==> src/rtl/g_macro_pkg.sv <==
// Shared constants and types for the g_penc8r registered priority encoder.
// The stored word is {NONE, Q}; the output buffer is two words deep.
package g_macro_pkg;

    localparam int WORD_W = 4;
    localparam int DEPTH  = 2;
    localparam int CNT_W  = 2;

    // Count value at which the buffer is full and stops accepting samples.
    localparam logic [CNT_W-1:0] CNT_FULL = CNT_W'(DEPTH);

    // One buffered result: none flag in the MSB, encoded index below it.
    typedef struct packed {
        logic       none;
        logic [2:0] q;
    } word_t;

    // Word shown on the outputs straight after reset: no line, index 0.
    localparam word_t EMPTY_WORD = '{none: 1'b1, q: 3'b000};

endpackage

==> src/rtl/g_penc8r_if.sv <==
// Sample-in / result-out handshake bundle for g_penc8r.
// Handshake: a word moves on a rising edge only when its valid (STB upstream,
// OV downstream) and its ready (RDY upstream, ORDY downstream) are both 1.
// RDY depends only on the buffer fill level, never on STB or ORDY.
interface g_penc8r_if;

    logic [7:0] DN;
    logic       STB;
    logic       RDY;
    logic [2:0] Q;
    logic       NONE;
    logic       OV;
    logic       ORDY;

    // Block side: takes samples, presents encoded results.
    modport slave (
        input  DN,
        input  STB,
        input  ORDY,
        output RDY,
        output Q,
        output NONE,
        output OV
    );

    // Environment side: drives samples and downstream ready.
    modport master (
        output DN,
        output STB,
        output ORDY,
        input  RDY,
        input  Q,
        input  NONE,
        input  OV
    );

endinterface

==> src/rtl/g_penc8.sv <==
// Combinational 8-to-3 priority encoder; line 7 has the highest priority.
// INV=1 treats a 0 on a request line as asserted.
module g_penc8 #(
    parameter int unsigned INV = 1
) (
    input  logic [7:0] dn,
    output logic [2:0] q,
    output logic       none
);

    logic [7:0] act;

    assign act = (INV != 0) ? ~dn : dn;

    // Scan upward so the highest asserted line is the last one to win.
    always_comb begin
        q    = 3'b000;
        none = 1'b1;
        for (int i = 0; i < 8; i++) begin
            if (act[i]) begin
                q    = 3'(i);
                none = 1'b0;
            end
        end
    end

endmodule

==> src/rtl/g_penc8r.sv <==
// Registered priority encoder: each accepted sample is encoded and queued in a
// two-entry in-order buffer; the head entry drives Q/NONE while OV is high.
module g_penc8r
    import g_macro_pkg::*;
#(
    parameter int unsigned INV = 1
) (
    input  logic      CLK,
    input  logic      RST,
    g_penc8r_if.slave bus
);

    logic             enc_q_none;
    logic [2:0]       enc_q;
    word_t            enc_word;
    word_t            mem [DEPTH];
    logic [CNT_W-1:0] count;
    logic             wr_ptr;
    logic             rd_ptr;
    logic             push;
    logic             pop;

    g_penc8 #(
        .INV (INV)
    ) u_enc (
        .dn   (bus.DN),
        .q    (enc_q),
        .none (enc_q_none)
    );

    assign enc_word = '{none: enc_q_none, q: enc_q};

    // Ready and valid are decodes of the registered fill level only.
    assign bus.RDY  = (count != CNT_FULL);
    assign bus.OV   = (count != '0);
    assign bus.Q    = mem[rd_ptr].q;
    assign bus.NONE = mem[rd_ptr].none;

    assign push = bus.STB & bus.RDY;
    assign pop  = bus.OV & bus.ORDY;

    // Buffer storage, pointers and fill count; reset flushes every entry.
    always_ff @(posedge CLK) begin
        if (RST) begin
            count  <= '0;
            wr_ptr <= 1'b0;
            rd_ptr <= 1'b0;
            for (int i = 0; i < DEPTH; i++) begin
                mem[i] <= EMPTY_WORD;
            end
        end else begin
            if (push) begin
                mem[wr_ptr] <= enc_word;
                wr_ptr      <= ~wr_ptr;
            end
            if (pop) begin
                rd_ptr <= ~rd_ptr;
            end
            case ({push, pop})
                2'b10:   count <= count + 1'b1;
                2'b01:   count <= count - 1'b1;
                default: count <= count;
            endcase
        end
    end

endmodule

==> src/flat_wrapper.sv <==
// flat-port wrapper written by rule: the top's interface ports become plain ports
module g_penc8r_flat import g_macro_pkg::*;
#(
    parameter int unsigned INV = 1
)
  (CLK, RST, bus_DN, bus_STB, bus_ORDY, bus_RDY, bus_Q, bus_NONE, bus_OV);
  g_penc8r_if bus_i ();
  input  logic CLK;
  input  logic RST;
  input wire logic [$bits(bus_i.DN)-1:0] bus_DN;
  input wire logic [$bits(bus_i.STB)-1:0] bus_STB;
  input wire logic [$bits(bus_i.ORDY)-1:0] bus_ORDY;
  output wire logic [$bits(bus_i.RDY)-1:0] bus_RDY;
  output wire logic [$bits(bus_i.Q)-1:0] bus_Q;
  output wire logic [$bits(bus_i.NONE)-1:0] bus_NONE;
  output wire logic [$bits(bus_i.OV)-1:0] bus_OV;
  assign bus_i.DN = bus_DN;
  assign bus_i.STB = bus_STB;
  assign bus_i.ORDY = bus_ORDY;
  assign bus_RDY = bus_i.RDY;
  assign bus_Q = bus_i.Q;
  assign bus_NONE = bus_i.NONE;
  assign bus_OV = bus_i.OV;
  g_penc8r #(.INV(INV)) u_core (.CLK(CLK), .RST(RST), .bus(bus_i));
endmodule
==> config.mk <==
export PLATFORM = sky130hd
export DESIGN_NAME = g_penc8r_flat
export DESIGN_NICKNAME = d
export VERILOG_FILES = /design/src/rtl/g_macro_pkg.sv /design/src/rtl/g_penc8r_if.sv /design/src/rtl/g_penc8.sv /design/src/rtl/g_penc8r.sv /design/src/flat_wrapper.sv
export SDC_FILE = /design/constraint.sdc
export NUM_CORES = 1
export LEC_CHECK = 0
export CORE_AREA = 2 2 55 57
export DETAILED_ROUTE_END_ITERATION = 12
export DIE_AREA = 0 0 57 59
export GPL_TIMING_DRIVEN = 0
export MAX_ROUTING_LAYER = met4
export PLACE_DENSITY = 0.54
export SKIP_LAST_GASP = 1
export SYNTH_ARGS = -nofsm -noshare
export SYNTH_HDL_FRONTEND = slang
export SYNTH_HIERARCHICAL = 1
export SYNTH_SLANG_ARGS = --single-unit
==> constraint.sdc <==
create_clock -name CLK -period 3.5 [get_ports CLK]
set_input_delay 0.35 -clock CLK [delete_from_list [all_inputs] [get_ports CLK]]
set_output_delay 0.35 -clock CLK [all_outputs]
set_load 0.05 [all_outputs]
# Yosys cells after proc, flatten, opt, wreduce, memory -nomap -nowiden
# Memories as Yosys holds them, arrays and structs flattened. A register that Yosys moved wholly into a read port is not among the register bits.
# Cells that the tools add are included.
# Widths: inputs -> output; s select.
# classes
div_mod_pow,0
n_addsub,2
n_mux,26
reduce_logical,3
n_bitwise,5
eq_ne,3
mul,0
n_shift,0
order_cmp,0
# ops
cell,n
$mux 1,18
$mux 3,6
$not 8->8,1
$mux 4,1
$pmux 2 s2,1
$reduce_bool 2->1,2
$reduce_or 4->1,1
$add 2x1->2 const B,1
$and 1x1->1,2
$eq 2x1->1 const B,1
$eq 2x2->1 const B,1
$ne 2x2->1 const B,1
$not 1->1,2
$sub 2x1->2 const B,1
# word_totals
regBits,4
elab_cells,43
rom_bits,0
ramBits,8
latch_bits,0
in_bits,12
memories,1
# mem_list
name,depth,width,rd,rd_clocked_by_memory_dff,write_ports,line_no,text
u_core.mem,2,4,1,1,2,g_penc8r.sv:16,word_t mem [DEPTH];

# Longest topological paths before layout
# Gate-level depths: netlist of run 1.
# depth
word_depth,10
depth_mapped,6

# Cells and area by module
# The synthesis of run 1 kept the hierarchy.
# modules_own_cells
module,seq_area_each_um2,n_inst,cells_per_inst,area_each_um2
g_penc8r,340.3,1,49,606.8
g_penc8,0.0,1,11,66.3

# Least setup slack after synthesis of run 1
# No wires, ideal clock.
# synth_timing
path_kind,register -> register
from,reg u_core.count[0]
to,reg u_core.count[1]
setup_ns,0.070
period_less_slack_ns,1.619
t_arrival_ns,1.549
path_slack_ns,1.881
n_path_buf,0
stages_incl_launch_ff,6
t_required_ns,3.430
cell_sequence,dfxtp_1 -> nand2b_4 -> nand2_1 -> ha_1 -> or3_1 -> a21oi_1
# synth_between
elab_chain_cells,4
# synth_rtl
element,line_no,text
start: declaration,g_penc8r.sv:17,logic [CNT_W-1:0] count;
start signal: assignment,g_penc8r.sv:60,2'b10: count <= count + 1'b1;
start signal: assignment,g_penc8r.sv:61,2'b01: count <= count - 1'b1;
start signal: assignment,g_penc8r.sv:62,default: count <= count;
$ne 2x2->1 (*),g_penc8r.sv:34,assign bus.RDY = (count != CNT_FULL);
named net bus_RDY,flat_wrapper.sv:13,output wire logic [$bits(bus_i.RDY)-1:0] bus_RDY;
$and 1x1->1 (*),g_penc8r.sv:39,assign push = bus.STB & bus.RDY;
$eq 2x1->1 / $eq 2x2->1 (equally long branches),g_penc8r.sv:59,"case ({push, pop})"
$pmux 2 s2 / $reduce_bool 2->1 (equally long branches),-,
# Mark *: on every way through the listed nets, which the timed path passes. The rest lies on a longest branch.
# A chain may end at the register's enable or synchronous reset.

==> results of run 1 <==
cells in the mapped netlist, types with 2 or more instances:
cell type	n
nor2_1	9
edfxtp_1	8
dfxtp_1	5
nand2b_1	5
nand2_1	3
o21ai_0	3
or3_1	3
a21oi_1	2
inv_1	2
mux2_1	2
mux2_2	2
nand3_1	2
xnor2_1	2
area by class of cell:
class | count | area share (%)
Clock buffer | 4 | 2.89
Timing Repair Buffer | 17 | 18.7
Buffer | 1 | 0.413
Sequential cell | 13 | 37.5
Tap cell | 31 | 4.27
Inverter | 2 | 0.826
Multi-Input combinational cell | 44 | 35.4
worst max-delay path, stage by stage, from the launching register on:
cell and delay [ps]:
dfxtp_1 410, mux2_2 350, clkdlybuf4s50_1 700
worst paths after layout:
check / startpoint / endpoint / slack [ps] / cells after the start
worst max register to register: u_core/count[0] / u_core/count[1] / 1890 / 5
worst min register to register: u_core/rd_ptr / register / 520 / 2
worst min-delay path: u_core/rd_ptr / register / 520 / 2
worst max-delay path: register / bus_NONE / 1420 / 2
logic make-up after synthesis:
kind of cell	Yosys count	synth area share, %
xor gates and xnor gates	3	3.90
muxes	4	6.69
buffers and inverters	3	1.67
and+or+nand+nor	28	27.5
DFF	13	50.6
adders and majority gates	1	1.86
AOI/OAI and AO/OA	8	7.81
report_power, final:
part,total (mW),switching [mW],internal (mW)
Clock,0.0882,0.0441,0.0441
Sequential,0.233,0.0301,0.203
Combinational,0.313,0.181,0.132
Total,0.634,0.255,0.379
per-layer routing:
| layer | routed length, um | part of all wire (%) | up-vias | track usage (%) |
|---|---|---|---|---|
| li1 | - | - | 254 | - |
| met1 | 487 | 44 | 218 | 8.09 |
| met2 | 522 | 47 | 17 | 10.5 |
| met3 | 63 | 5.7 | 2 | 1.97 |
| met4 | 27 | 2.5 | 0 | 6.98 |
| met5 | 0 | 0 | - | - |
stage by stage:
step           setup slack, ps  power (mW)  cells  instance area [sq um]
5_1_grt                   1350       0.673    112                    908
6_report                  1420       0.634    112                    908
2_1_floorplan             1880       0.460     60                    673
3_3_place_gp              1540       0.549    108                    882
4_1_cts                   1390       0.640    112                    908
3_5_place_dp              1530       0.551    108                    882
flip-flops by register name, summed over array words and instances (netlist names), named ones only:
register / count
u_core/mem: 8
u_core/count: 2
u_core/wr_ptr: 1
u_core/rd_ptr: 1
==> reports/metrics.yaml, run 1 <==
path_class: "register to primary output"
multi_input_area_sq_um: 322
regArea_sq_um: 340
fmax_mhz: 482
fin_crit_ps: 2080
synth_edf_count: 8
grt-ovfl-total: 0
io_pins: 18
grt_max_degree: 11
tns_ps: 0
ys_types: 25
ys_warn_count: 6
synthToLayoutAreaGrowth_pct: 34.9
ir_worst_vdd_uv: 275
endpoint_kind: "primary output"
avgRoutedWirePerCell_um: 9.84
grt_pass1_wl_um: 1730
drive_gt1_share_pct: 14.8
drt_iter0_markers: 7
rsz0062_at_grt: "false"
totalWireLength_um: 1100
synth_ff_type: "edfxtp_1"
clock_path_buffers: 2
cts.clk_slew.worst_paths_ps: 70
yosys.area.top_type: "edfxtp_1"
syn-cell-area_sq_um: 673
die_x_um: 57
synth_area_leaders: "edfxtp_1 (36%), dfxtp_1 (15%), nor2_1 (5.0%), nand2b_1 (4.6%), mux2_1 (3.3%)"
skew_ps: 4.78
start_util_pct: 24.8
dieArea_sq_um: 3360
n_antenna_cell: 0
slew_violations: 0
cts-hold-fix-buffers: 0
worst_pin_slew_ps: 491
yosys_register_bits: 13
finalSetupViolCount: 0
antenna_found_initial: 0
synth_top_area_share_pct: 35.7
cts_root_buf: "clkbuf_4"
required_ps: 3150
die_y_um: 59
core_sq_um: 2710
postSynthAreaPerCell_sq_um: 11.2
whs_ps: 521
h-tree-depth: 1
cp-start-kind: "register"
slew_headroom_pct: 67.2
syn-num-nets: 73
worstPathMaxFanout: 4
cts_tree: "built"
drtAntennaViolNets: 0
final_common_cell: "clkdlybuf4s50_1"
postCtsSetupBuffers: 0
dpl.hpwl_um: 864
nNetsFinal: 95
leakage_nw: 0.336
hold_violations: 0
cp.arrival_ps: 1730
cts_resized: 0
portBuffers: 17
mostFrequentLayoutCells: "clkdlybuf4s50_1 (17), nor2_1 (9), edfxtp_1 (8), nand2b_1 (5), dfxtp_1 (5)"
vias: 491
fin_crit_sh_pct: 59.3
grt_usage_pct: 7.30
synthCells: 60
final_core_utilization_pct: 33.5
ys_async_sr_fraction_pct: 0
cts_made_buffers: 3
status: "finished clean"
fill_cells: 303
grt_pass1_vias: 408
fp-row-count: 19
avgViaCountPerCell: 4.38
hp-class: "register to register"
drc: 0
clkLatencyLatePin_ps: 270
maxCapViolations: 0
gp_congestion: 0.695
power_density_nw_per_um2: 698
seq_area_frac_synth_pct: 50.6
first_pass_iters: 4
cts_sinks: 13
Power figures use the tool's default switching activity.
==> run 2: changes to the inputs <==
- clock period: 3.5 -> 2.05 ns (I/O delays scaled with it)
==> results of run 2 <==
Same layout as run 1 (identical final DEF). Status: finished clean.
Main changes from that run: setup slack after placement 1530 ps -> 220 ps; setup slack after layout 1420 ps -> 119 ps; register-to-register setup slack 1890 ps -> 440 ps; total power 0.634 mW -> 1.08 mW; worst IR drop on VDD 275 uV -> 470 uV
